### src/rtl/mcpu_ctrl_int_if.sv
// Control bundle between the multi-cycle controller and its datapath.
// master: controller side (takes IR fields and status flags, drives control).
// slave : datapath side (drives IR fields and status flags, takes control).
interface mcpu_ctrl_int_if;
    localparam int unsigned OP_W  = 6;
    localparam int unsigned ST_W  = 5;
    localparam int unsigned ALU_W = 4;

    // Status from the datapath and memory
    logic [OP_W-1:0]  op;
    logic [OP_W-1:0]  funct;
    logic             zero;
    logic             mio_ready;
    logic             int_req;

    // Control to the datapath
    logic             pc_write;
    logic             pc_write_cond;
    logic             branch;
    logic [1:0]       pc_src;
    logic             exc_sel;
    logic             epc_write;
    logic             iord;
    logic             mem_w;
    logic             cpu_mio;
    logic             ir_write;
    logic [1:0]       reg_dst;
    logic [1:0]       mem_to_reg;
    logic             reg_write;
    logic             alu_src_a;
    logic [1:0]       alu_src_b;
    logic [ALU_W-1:0] alu_ctrl;
    logic             ie;
    logic [ST_W-1:0]  state;

    modport master (
        input  op, funct, zero, mio_ready, int_req,
        output pc_write, pc_write_cond, branch, pc_src, exc_sel, epc_write,
               iord, mem_w, cpu_mio, ir_write, reg_dst, mem_to_reg,
               reg_write, alu_src_a, alu_src_b, alu_ctrl, ie, state
    );

    modport slave (
        output op, funct, zero, mio_ready, int_req,
        input  pc_write, pc_write_cond, branch, pc_src, exc_sel, epc_write,
               iord, mem_w, cpu_mio, ir_write, reg_dst, mem_to_reg,
               reg_write, alu_src_a, alu_src_b, alu_ctrl, ie, state
    );
endinterface

### src/rtl/mcpu_ctrl_int.sv
// Multi-cycle controller for the single-bus datapath with memory wait
// states, bne/jal/jr, a vectored interrupt with EPC save, and eret.
// Ports: clk, reset (async, active-high), bus (mcpu_ctrl_int_if.master):
//   op/funct/zero/mio_ready/int_req in; PC, memory, IR, regfile and ALU
//   control, ie flag and current state code out.
// Control is Moore-decoded from the state register; branch is Mealy on zero,
// and IF/MR/MW completion strobes follow mio_ready within the cycle.
module mcpu_ctrl_int #(
    parameter bit INT_EN   = 1'b1,
    parameter bit MEM_WAIT = 1'b1,
    parameter bit ILL_TRAP = 1'b1
) (
    input  logic             clk,
    input  logic             reset,
    mcpu_ctrl_int_if.master  bus
);
    localparam logic [4:0] S_IF   = 5'd0;
    localparam logic [4:0] S_ID   = 5'd1;
    localparam logic [4:0] S_MA   = 5'd2;
    localparam logic [4:0] S_MR   = 5'd3;
    localparam logic [4:0] S_LWB  = 5'd4;
    localparam logic [4:0] S_MW   = 5'd5;
    localparam logic [4:0] S_REX  = 5'd6;
    localparam logic [4:0] S_RWB  = 5'd7;
    localparam logic [4:0] S_BR   = 5'd8;
    localparam logic [4:0] S_J    = 5'd9;
    localparam logic [4:0] S_IEX  = 5'd10;
    localparam logic [4:0] S_IWB  = 5'd11;
    localparam logic [4:0] S_JAL  = 5'd12;
    localparam logic [4:0] S_JR   = 5'd13;
    localparam logic [4:0] S_INT  = 5'd14;
    localparam logic [4:0] S_ERET = 5'd15;

    localparam logic [3:0] ALU_AND = 4'b0000;
    localparam logic [3:0] ALU_OR  = 4'b0001;
    localparam logic [3:0] ALU_ADD = 4'b0010;
    localparam logic [3:0] ALU_SUB = 4'b0110;
    localparam logic [3:0] ALU_SLT = 4'b0111;

    logic [4:0] state_q, state_d;
    logic       ie_q, ie_d;
    logic       mem_go;
    logic [4:0] id_tgt;
    logic [3:0] rex_alu;

    // Memory access finishes this cycle (always, when wait states are off)
    assign mem_go = bus.mio_ready | ~MEM_WAIT;

    // Instruction decode target out of ID
    always_comb begin
        id_tgt = ILL_TRAP ? S_INT : S_IF;
        case (bus.op)
            6'b000000: begin
                case (bus.funct)
                    6'b100000, 6'b100010, 6'b100100,
                    6'b100101, 6'b101010: id_tgt = S_REX;
                    6'b001000:            id_tgt = S_JR;
                    default:              ;
                endcase
            end
            6'b100011, 6'b101011: id_tgt = S_MA;
            6'b001000:            id_tgt = S_IEX;
            6'b000100, 6'b000101: id_tgt = S_BR;
            6'b000010:            id_tgt = S_J;
            6'b000011:            id_tgt = S_JAL;
            6'b010000: begin
                if (INT_EN && (bus.funct == 6'b011000)) id_tgt = S_ERET;
            end
            default:              ;
        endcase
    end

    // R-type ALU operation from funct
    always_comb begin
        rex_alu = ALU_ADD;
        case (bus.funct)
            6'b100010: rex_alu = ALU_SUB;
            6'b100100: rex_alu = ALU_AND;
            6'b100101: rex_alu = ALU_OR;
            6'b101010: rex_alu = ALU_SLT;
            default:   ;
        endcase
    end

    // Next state and interrupt-enable update
    always_comb begin
        state_d = S_IF;
        ie_d    = ie_q;
        case (state_q)
            S_IF:   state_d = mem_go ? S_ID : S_IF;
            S_ID:   state_d = id_tgt;
            S_MA:   state_d = bus.op[3] ? S_MW : S_MR;
            S_MR:   state_d = mem_go ? S_LWB : S_MR;
            S_MW:   state_d = mem_go ? S_IF : S_MW;
            S_REX:  state_d = S_RWB;
            S_IEX:  state_d = S_IWB;
            S_INT:  ie_d    = 1'b0;
            S_ERET: ie_d    = 1'b1;
            default: ;
        endcase
        // Interrupts are sampled only on entry into IF. INT->IF is excluded
        // because ie_q is still 1 in that cycle; it clears on the same edge.
        if (INT_EN && ie_q && bus.int_req && (state_d == S_IF) &&
            (state_q != S_IF) && (state_q != S_INT))
            state_d = S_INT;
    end

    // Moore control decode; everything held at defaults during reset
    always_comb begin
        bus.pc_write      = 1'b0;
        bus.pc_write_cond = 1'b0;
        bus.branch        = 1'b0;
        bus.pc_src        = 2'd0;
        bus.exc_sel       = 1'b0;
        bus.epc_write     = 1'b0;
        bus.iord          = 1'b0;
        bus.mem_w         = 1'b0;
        bus.cpu_mio       = 1'b0;
        bus.ir_write      = 1'b0;
        bus.reg_dst       = 2'd0;
        bus.mem_to_reg    = 2'd0;
        bus.reg_write     = 1'b0;
        bus.alu_src_a     = 1'b0;
        bus.alu_src_b     = 2'd0;
        bus.alu_ctrl      = ALU_ADD;
        if (!reset) begin
            case (state_q)
                S_IF: begin
                    bus.cpu_mio   = 1'b1;
                    bus.alu_src_b = 2'd1;
                    bus.ir_write  = mem_go;
                    bus.pc_write  = mem_go;
                end
                S_ID:  bus.alu_src_b = 2'd3;
                S_MA: begin
                    bus.alu_src_a = 1'b1;
                    bus.alu_src_b = 2'd2;
                end
                S_MR: begin
                    bus.cpu_mio = 1'b1;
                    bus.iord    = 1'b1;
                end
                S_LWB: begin
                    bus.mem_to_reg = 2'd1;
                    bus.reg_write  = 1'b1;
                end
                S_MW: begin
                    bus.cpu_mio = 1'b1;
                    bus.iord    = 1'b1;
                    bus.mem_w   = 1'b1;
                end
                S_REX: begin
                    bus.alu_src_a = 1'b1;
                    bus.alu_ctrl  = rex_alu;
                end
                S_RWB: begin
                    bus.reg_dst   = 2'd1;
                    bus.reg_write = 1'b1;
                end
                S_BR: begin
                    bus.alu_src_a     = 1'b1;
                    bus.alu_ctrl      = ALU_SUB;
                    bus.pc_write_cond = 1'b1;
                    bus.pc_src        = 2'd1;
                    bus.branch        = bus.op[0] ? ~bus.zero : bus.zero;
                end
                S_J: begin
                    bus.pc_src   = 2'd2;
                    bus.pc_write = 1'b1;
                end
                S_IEX: begin
                    bus.alu_src_a = 1'b1;
                    bus.alu_src_b = 2'd2;
                end
                S_IWB: bus.reg_write = 1'b1;
                S_JAL: begin
                    bus.reg_dst    = 2'd2;
                    bus.mem_to_reg = 2'd2;
                    bus.reg_write  = 1'b1;
                    bus.pc_src     = 2'd2;
                    bus.pc_write   = 1'b1;
                end
                // rt is $0, so OR passes rs straight to the PC
                S_JR: begin
                    bus.alu_src_a = 1'b1;
                    bus.alu_ctrl  = ALU_OR;
                    bus.pc_write  = 1'b1;
                end
                S_INT: begin
                    bus.epc_write = 1'b1;
                    bus.pc_src    = 2'd3;
                    bus.pc_write  = 1'b1;
                end
                S_ERET: begin
                    bus.pc_src   = 2'd3;
                    bus.exc_sel  = 1'b1;
                    bus.pc_write = 1'b1;
                end
                default: ;
            endcase
        end
    end

    // State and ie registers
    always_ff @(posedge clk or posedge reset) begin
        if (reset) begin
            state_q <= S_IF;
            ie_q    <= 1'b1;
        end else begin
            state_q <= state_d;
            ie_q    <= ie_d;
        end
    end

    assign bus.state = state_q;
    assign bus.ie    = ie_q;
endmodule

### src/flat_wrapper.sv
// flat-port wrapper written by rule: the top's interface ports become plain ports
module mcpu_ctrl_int_flat 
#(
    parameter bit INT_EN   = 1'b1,
    parameter bit MEM_WAIT = 1'b1,
    parameter bit ILL_TRAP = 1'b1
)
  (clk, reset, bus_op, bus_funct, bus_zero, bus_mio_ready, bus_int_req, bus_pc_write, bus_pc_write_cond, bus_branch, bus_pc_src, bus_exc_sel, bus_epc_write, bus_iord, bus_mem_w, bus_cpu_mio, bus_ir_write, bus_reg_dst, bus_mem_to_reg, bus_reg_write, bus_alu_src_a, bus_alu_src_b, bus_alu_ctrl, bus_ie, bus_state);
  mcpu_ctrl_int_if bus_i ();
  input  logic clk;
  input  logic reset;
  input wire logic [$bits(bus_i.op)-1:0] bus_op;
  input wire logic [$bits(bus_i.funct)-1:0] bus_funct;
  input wire logic [$bits(bus_i.zero)-1:0] bus_zero;
  input wire logic [$bits(bus_i.mio_ready)-1:0] bus_mio_ready;
  input wire logic [$bits(bus_i.int_req)-1:0] bus_int_req;
  output wire logic [$bits(bus_i.pc_write)-1:0] bus_pc_write;
  output wire logic [$bits(bus_i.pc_write_cond)-1:0] bus_pc_write_cond;
  output wire logic [$bits(bus_i.branch)-1:0] bus_branch;
  output wire logic [$bits(bus_i.pc_src)-1:0] bus_pc_src;
  output wire logic [$bits(bus_i.exc_sel)-1:0] bus_exc_sel;
  output wire logic [$bits(bus_i.epc_write)-1:0] bus_epc_write;
  output wire logic [$bits(bus_i.iord)-1:0] bus_iord;
  output wire logic [$bits(bus_i.mem_w)-1:0] bus_mem_w;
  output wire logic [$bits(bus_i.cpu_mio)-1:0] bus_cpu_mio;
  output wire logic [$bits(bus_i.ir_write)-1:0] bus_ir_write;
  output wire logic [$bits(bus_i.reg_dst)-1:0] bus_reg_dst;
  output wire logic [$bits(bus_i.mem_to_reg)-1:0] bus_mem_to_reg;
  output wire logic [$bits(bus_i.reg_write)-1:0] bus_reg_write;
  output wire logic [$bits(bus_i.alu_src_a)-1:0] bus_alu_src_a;
  output wire logic [$bits(bus_i.alu_src_b)-1:0] bus_alu_src_b;
  output wire logic [$bits(bus_i.alu_ctrl)-1:0] bus_alu_ctrl;
  output wire logic [$bits(bus_i.ie)-1:0] bus_ie;
  output wire logic [$bits(bus_i.state)-1:0] bus_state;
  assign bus_i.op = bus_op;
  assign bus_i.funct = bus_funct;
  assign bus_i.zero = bus_zero;
  assign bus_i.mio_ready = bus_mio_ready;
  assign bus_i.int_req = bus_int_req;
  assign bus_pc_write = bus_i.pc_write;
  assign bus_pc_write_cond = bus_i.pc_write_cond;
  assign bus_branch = bus_i.branch;
  assign bus_pc_src = bus_i.pc_src;
  assign bus_exc_sel = bus_i.exc_sel;
  assign bus_epc_write = bus_i.epc_write;
  assign bus_iord = bus_i.iord;
  assign bus_mem_w = bus_i.mem_w;
  assign bus_cpu_mio = bus_i.cpu_mio;
  assign bus_ir_write = bus_i.ir_write;
  assign bus_reg_dst = bus_i.reg_dst;
  assign bus_mem_to_reg = bus_i.mem_to_reg;
  assign bus_reg_write = bus_i.reg_write;
  assign bus_alu_src_a = bus_i.alu_src_a;
  assign bus_alu_src_b = bus_i.alu_src_b;
  assign bus_alu_ctrl = bus_i.alu_ctrl;
  assign bus_ie = bus_i.ie;
  assign bus_state = bus_i.state;
  mcpu_ctrl_int #(.INT_EN(INT_EN), .MEM_WAIT(MEM_WAIT), .ILL_TRAP(ILL_TRAP)) u_core (.clk(clk), .reset(reset), .bus(bus_i));
endmodule
### config.mk
export PLATFORM = sky130hd
export DESIGN_NAME = mcpu_ctrl_int_flat
export DESIGN_NICKNAME = d
export VERILOG_FILES = /design/src/rtl/mcpu_ctrl_int_if.sv /design/src/rtl/mcpu_ctrl_int.sv /design/src/flat_wrapper.sv
export SDC_FILE = /design/constraint.sdc
export NUM_CORES = 1
export LEC_CHECK = 0
export ABC_AREA = 1
export BUFFER_PORTS_ARGS = -buffer_cell sky130_fd_sc_hd__buf_2
export CAP_MARGIN = 20
export CORE_UTILIZATION = 40
export DETAILED_ROUTE_END_ITERATION = 12
export GPL_TIMING_DRIVEN = 1
export PLACE_DENSITY = 0.73
export RECOVER_POWER = 25
export SYNTH_ARGS = -nofsm -noshare
export SYNTH_HDL_FRONTEND = slang
export SYNTH_SLANG_ARGS = --single-unit
### constraint.sdc
create_clock -name clk -period 3.2 [get_ports clk]
set_clock_uncertainty 0.1 [all_clocks]
set_input_delay 0.32 -clock clk [delete_from_list [all_inputs] [get_ports clk]]
set_output_delay 0.32 -clock clk [all_outputs]
set_load 0.005 [all_outputs]
==> out/qor.yml, run 1 <==
netlist_instances: 178
cts_tree: "yes"
clk_latency_ps: 240
grt_pass1_wl_um: 3970
cts-resized-gates: 0
port_buffers: 43
syn_area_sq_um: 958
p_comb_share_pct: 68.5
total_power_mw: 0.629
relSlewSlack_pct: 49.9
cp-start-kind: "flip-flop"
sw_frac_of_total_pct: 53.3
yosysWarningCount: 0
grt_overflow: 0
antenna_found_initial: 0
dieArea_sq_um: 2600
reg2reg_slack_ps: 1520
ant_nets: 0
cts_htree_levels: 1
setup.worst_path.end: "bus_alu_ctrl[1]"
fp.dieW_um: 51.0
timing.rr.end: "u_core.bus.state[1]$_DFF_PP0_"
dr.first_iter.drc_count: 26
n_antenna_cell: 0
maxCapViolCount: 0
path_max_fanout: 7
final_area_sq_um: 1200
r2r_cells: 10
io_pins: 46
die_y_um: 51.0
power_frac_seq_pct: 19.9
finalCritPeriodShare_pct: 67.2
hold_violations: 0
drc_errors: 0
timing.fmax_ghz: 0.465
gr-usage-all-layers_pct: 19.4
status: "completed"
maxSlewViolCount: 0
dpl.hpwl_um: 2020
ir_drop_mv: 0.409
cp_data_required_time_ps: 2780
end_kind: "output port"
fin_ws_ps: 1050
path_class: "reg -> out"
core_sq_um: 2230
period_needed_ps: 2150
finish.utilization_pct: 53.8
crit_path_start: "u_core.bus.state[0]$_DFF_PP0_"
wirelength_um: 2350
postCtsSetupBuffers: 0
synth_cell_types: 28
via_count: 1159
whs_ps: 240
rsz0062_at_grt: "false"
timing.rr.start: "u_core.bus.state[2]$_DFF_PP0_"
dp.cells: 245
p_per_area_nw_per_um2: 524
clkPwrFrac_pct: 11.6
p_int_mw: 0.294
fin_nets: 239
drt-vias-per-instance: 4.65
drive_above_1_share_pct: 32.6
synth-seq-cells: 5
placedInstanceArea_sq_um: 1180
initial_core_util_pct: 42.9
clk_pin_slew_ps: 50
wl_per_cell_um: 9.45
instances_no_fill: 249
tightestPinTransition_ps: 752
gp_congestion: 0.853
finalSetupTns_ps: 0
numCtsBuffers: 3
leakage_nw: 0.717
fillers: 263
cts.path.max_buffers: 2
cts_hold_buf: 0
yosysSeqAreaShare_pct: 13.2
setup_viol: 0
firstDrtPassIters: 4
clock-sinks: 5
grt_pass1_vias: 981
area_delta_synth_final_pct: 25.3
std_cell_rows: 17
syn_avg_cell_area_sq_um: 5.38
grt_max_degree: 20
cp.arrival_ps: 1730
hold_class: "in -> async"
place_ws_ps: 1330
cts-root-buf: "clkbuf_4"
p_switching_mw: 0.336
power groups by stage:
| stage | registers, mW | logic [mW] | clock network, mW |
|---|---|---|---|
| after global routing | 0.128 | 0.486 | 0.0784 |
| after detailed placement | 0.125 | 0.433 | 0 |
| final | 0.125 | 0.431 | 0.0731 |
| after floorplan | 0.124 | 0.315 | 0 |
| after global placement | 0.123 | 0.433 | 0 |
| after CTS | 0.124 | 0.436 | 0.0749 |
cell type report:
| type | count | area, sq um | area share [%] |
|---|---|---|---|
| multi-input combinational | 139 | 689 | 57.4 |
| timing repair buffer | 43 | 211 | 17.6 |
| tap | 28 | 35.0 | 2.92 |
| sequential | 5 | 126 | 10.5 |
| clock buffer | 4 | 26.3 | 2.19 |
| inverter | 30 | 113 | 9.38 |
flip-flops by register name, indices dropped and copies added (netlist names):
| name | count |
|---|---|
| u_core.bus.state | 4 |
| u_core.bus.ie | 1 |
critical path, stage by stage (launching register included):
cell and delay [ps]:
dfrtp_1 450, or2_1 340, nor2_1 170, inv_1 90, nor2_2 100, nor2_1 70, nand3b_1 150, buf_2 130
kinds of logic (layout without fill, tap and decap cells):
logic type / after synthesis / in the layout / synth area share [%]
AND/OR/NAND/NOR: 122 / 122 / 61.7
other: 1 / 2 / 0.391
XOR/XNOR: 1 / 1 / 0.914
buffers and inverters: 35 / 77 / 15.3
flip-flops: 5 / 5 / 13.2
AO/OA/AOI/OAI: 14 / 14 / 8.48
cell usage after synthesis, drive strengths merged:
library cell / n / area (sq um)
a31oi: 2 / 12.5
or2: 2 / 12.5
nand3b: 1 / 7.51
conb: 1 / 3.75
buf: 3 / 26.3
o21ai: 4 / 20.0
nor3: 10 / 50.1
nand3: 20 / 110
dfrtp: 4 / 100
nor2: 47 / 229
dfstp: 1 / 26.3
inv: 30 / 113
clkbuf: 2 / 7.51
a21oi: 6 / 33.8
o21a: 1 / 7.51
o211ai: 1 / 7.51
xnor2: 1 / 8.76
nand2: 42 / 183
how the worst min path moves through the flow:
stage	cells after the start	to	slack [ps]	startpoint
floorplan	2	u_core.bus.state[0]$_DFF_PP0_	240	reset
global placement	2	u_core.bus.state[3]$_DFF_PP0_	310	reset
detailed placement	2	u_core.bus.state[0]$_DFF_PP0_	310	reset
CTS	2	u_core.bus.state[0]$_DFF_PP0_	50	reset
global route	2	u_core.bus.state[0]$_DFF_PP0_	290	reset
finish	2	u_core.bus.state[1]$_DFF_PP0_	240	reset
layer usage:
metal | GRT usage (%) | wire [um] | share of wire [%]
met2 | 34.9 | 1060 | 45
met4 | 1.39 | 0 | 0
met3 | 2.68 | 99 | 4.2
met1 | 25.3 | 1200 | 51
met5 | 0 | 0 | 0
cell usage in the layout, fill, tap and decap left out, types with 2 or more instances in the layout:
master / n
nor2_2: 9
nor2_1: 34
o21ai_0: 3
nor3_1: 10
dfrtp_1: 4
nand2_4: 2
inv_1: 25
nand3_2: 2
nand3_1: 18
clkbuf_4: 3
nand2_1: 36
buf_2: 40
conb_1: 2
nor2_4: 4
a31oi_1: 2
inv_2: 5
a21oi_1: 5
nand2_2: 4
clkbuf_1: 4
(Power assumes the default switching activity.)
==> run 2, diff against run 1 <==
- PLACE_DENSITY: 0.73 -> 0.76
- clock period: 3.2 -> 1.8 ns (I/O delays scaled with it)
==> run 2 against run 1 <==
  * The flow now finishes with violations (negative setup slack)
  * Utilization rose by 13 points
  * Final cell count increased by 9.6%
  * Combinational power increased to 2.9 times the previous value
  * Total power grew to 2.5 times the previous value
  * Die area unchanged
  * Sequential power rose by 74%
  * Non-clock buffer count increased by 24
  * Sequential share of layout area fell by 1.9 points
  * Largest cell class unchanged
==> out/qor.yml, run 2 (synthesis gave the netlist of run 1 again) <==
status: "finished with violations"  # was completed
violations: "negative setup slack"
gp_congestion: 0.899  # was 0.853
maxSlewViolCount: 0  # unchanged
n_antenna_cell: 0  # unchanged
clk_pin_slew_ps: 50  # about the same
hold_violations: 0  # unchanged
grt_pass1_vias: 1146  # was 981
clock-sinks: 5  # unchanged
clk_latency_ps: 260  # was 240 ps
ir_drop_mv: 0.756  # was 0.409 mV
grt_max_degree: 12  # was 20
gr-usage-all-layers_pct: 23.7  # was 19.4%
dp.cells: 250  # was 245
leakage_nw: 0.858  # was 0.717 nW
finalCritPeriodShare_pct: 107
drc_errors: 0  # unchanged
end_kind: "output port"  # unchanged
antenna_found_initial: 0  # unchanged
fillers: 190  # was 263
place_ws_ps: 123  # was 1330 ps
drt-vias-per-instance: 5.08  # was 4.65
drive_above_1_share_pct: 48.2  # was 32.6%
p_per_area_nw_per_um2: 1070  # was 524 nW/um^2
placedInstanceArea_sq_um: 1220  # was 1180 sq um
fp.dieW_um: 51.0  # unchanged
numCtsBuffers: 3  # unchanged
whs_ps: 241  # was 240 ps
final_common_cell: "buf_2"  # unchanged
maxCapViolCount: 0  # unchanged
instances_no_fill: 273  # was 249
fin_nets: 263  # was 239
std_cell_rows: 17  # unchanged
path_max_fanout: 3  # was 7
fin_ws_ps: -132  # was 1050 ps
period_needed_ps: 1930
via_count: 1387  # was 1,159
largest_reg_flops: 4  # unchanged
cts-root-buf: "clkbuf_4"  # unchanged
timing.fmax_ghz: 0.518
final_cell_mix: "42 x buf_2, 33 x nand2_1, 27 x nor2_1"  # was 40 x buf_2, 36 x nand2_1, 34 x nor2_1
initial_core_util_pct: 42.9  # unchanged
firstDrtPassIters: 4  # unchanged
port_buffers: 43  # unchanged
setup_viol: 11  # was 0
cts_htree_levels: 1  # unchanged
die_y_um: 51.0  # unchanged
area_delta_synth_final_pct: 55.6  # was 25.3%
io_pins: 46  # unchanged
cts_tree: "yes"  # unchanged
cts.path.max_buffers: 2  # unchanged
dpl.hpwl_um: 2110  # was 2020 um
wl_per_cell_um: 11.9  # was 9.45 um
dr.first_iter.drc_count: 52  # was 26
wirelength_um: 3240  # was 2350 um
ant_nets: 0  # unchanged
path_class: "reg -> out"  # unchanged
dieArea_sq_um: 2600  # unchanged
grt_pass1_wl_um: 4640  # was 3970 um
cp.arrival_ps: 1650  # was 1730 ps
grt_overflow: 0  # unchanged
cp-start-kind: "flip-flop"  # unchanged
cp_data_required_time_ps: 1520  # was 2780 ps
hold_class: "in -> reg"  # was in -> async
rsz0062_at_grt: "true"  # was false
core_sq_um: 2230  # unchanged
final_area_sq_um: 1490  # was 1200 sq um
[run 2: critical path, stage by stage, from the launching register on]
cell	delay, ps
dfrtp_1	400
buf_6	130
or2_4	250
nor2_4	120
inv_2	70
nor2_4	100
nor2_2	50
nand3b_1	140
buf_2	130
[run 2: layout make-up]
cell class	instances	area, sq um	share of cell area [%]
Clock buffer	4	26.3	1.76
Inverter	30	114	7.63
Multi-Input combinational cell	139	776	52.0
Sequential cell	5	129	8.64
Timing Repair Buffer	67	412	27.6
Tap cell	28	35.0	2.35
[run 2: power breakdown]
group          switching, mW  leakage (nW)  total [mW]  internal, mW
logic                  0.689         0.784        1.24         0.548
registers             0.0549        0.0591       0.218         0.163
clock network         0.0593        0.0150       0.144        0.0846
[run 2: what timing repair did]
item | 4_1_cts | 5_1_grt
hold buffers | 1 | 0
buffers inserted | 8 | 10
resized for setup | 5 | 29
setup endpoints to repair | 3 | 15
pin swaps | 4 | 12
endpoints found under the hold margin | 4 | 0
[run 2: final timing paths]
kind	startpoint	to	slack (ps)	cells after the start
min	bus_mio_ready	u_core.bus.state[0]$_DFF_PP0_	240	5
min in group asynchronous	reset	u_core.bus.state[1]$_DFF_PP0_	380	3
max	u_core.bus.state[1]$_DFF_PP0_	bus_alu_ctrl[1]	-130	8
max reg2reg	u_core.bus.state[1]$_DFF_PP0_	u_core.bus.state[3]$_DFF_PP0_	0	14
max in group asynchronous	reset	u_core.bus.state[2]$_DFF_PP0_	830	4
min reg2reg	u_core.bus.ie$_DFFE_PP1P_	u_core.bus.ie$_DFFE_PP1P_	410	2
[run 2: per-stage QoR]
| step | util [%] | TNS, ps | total power, mW |
|---|---|---|---|
| 2_1_floorplan | - | 0 | 0.780 |
| 3_3_place_gp | 54.5 | 0 | 1.04 |
| 3_5_place_dp | 54.5 | 0 | 1.05 |
| 4_1_cts | 59.3 | -71.0 | 1.32 |
| 5_1_grt | 66.8 | -1570 | 1.71 |
| 6_report | 66.8 | -653 | 1.60 |
[run 2: metal layers]
metal | vias to the layer above | GRT usage [%] | routed length, um
met5 | - | 0 | 0
met4 | 0 | 12.0 | 132
met3 | 14 | 3.87 | 228
met2 | 73 | 42.5 | 1600
met1 | 613 | 26.5 | 1280
li1 | 687 | - | -
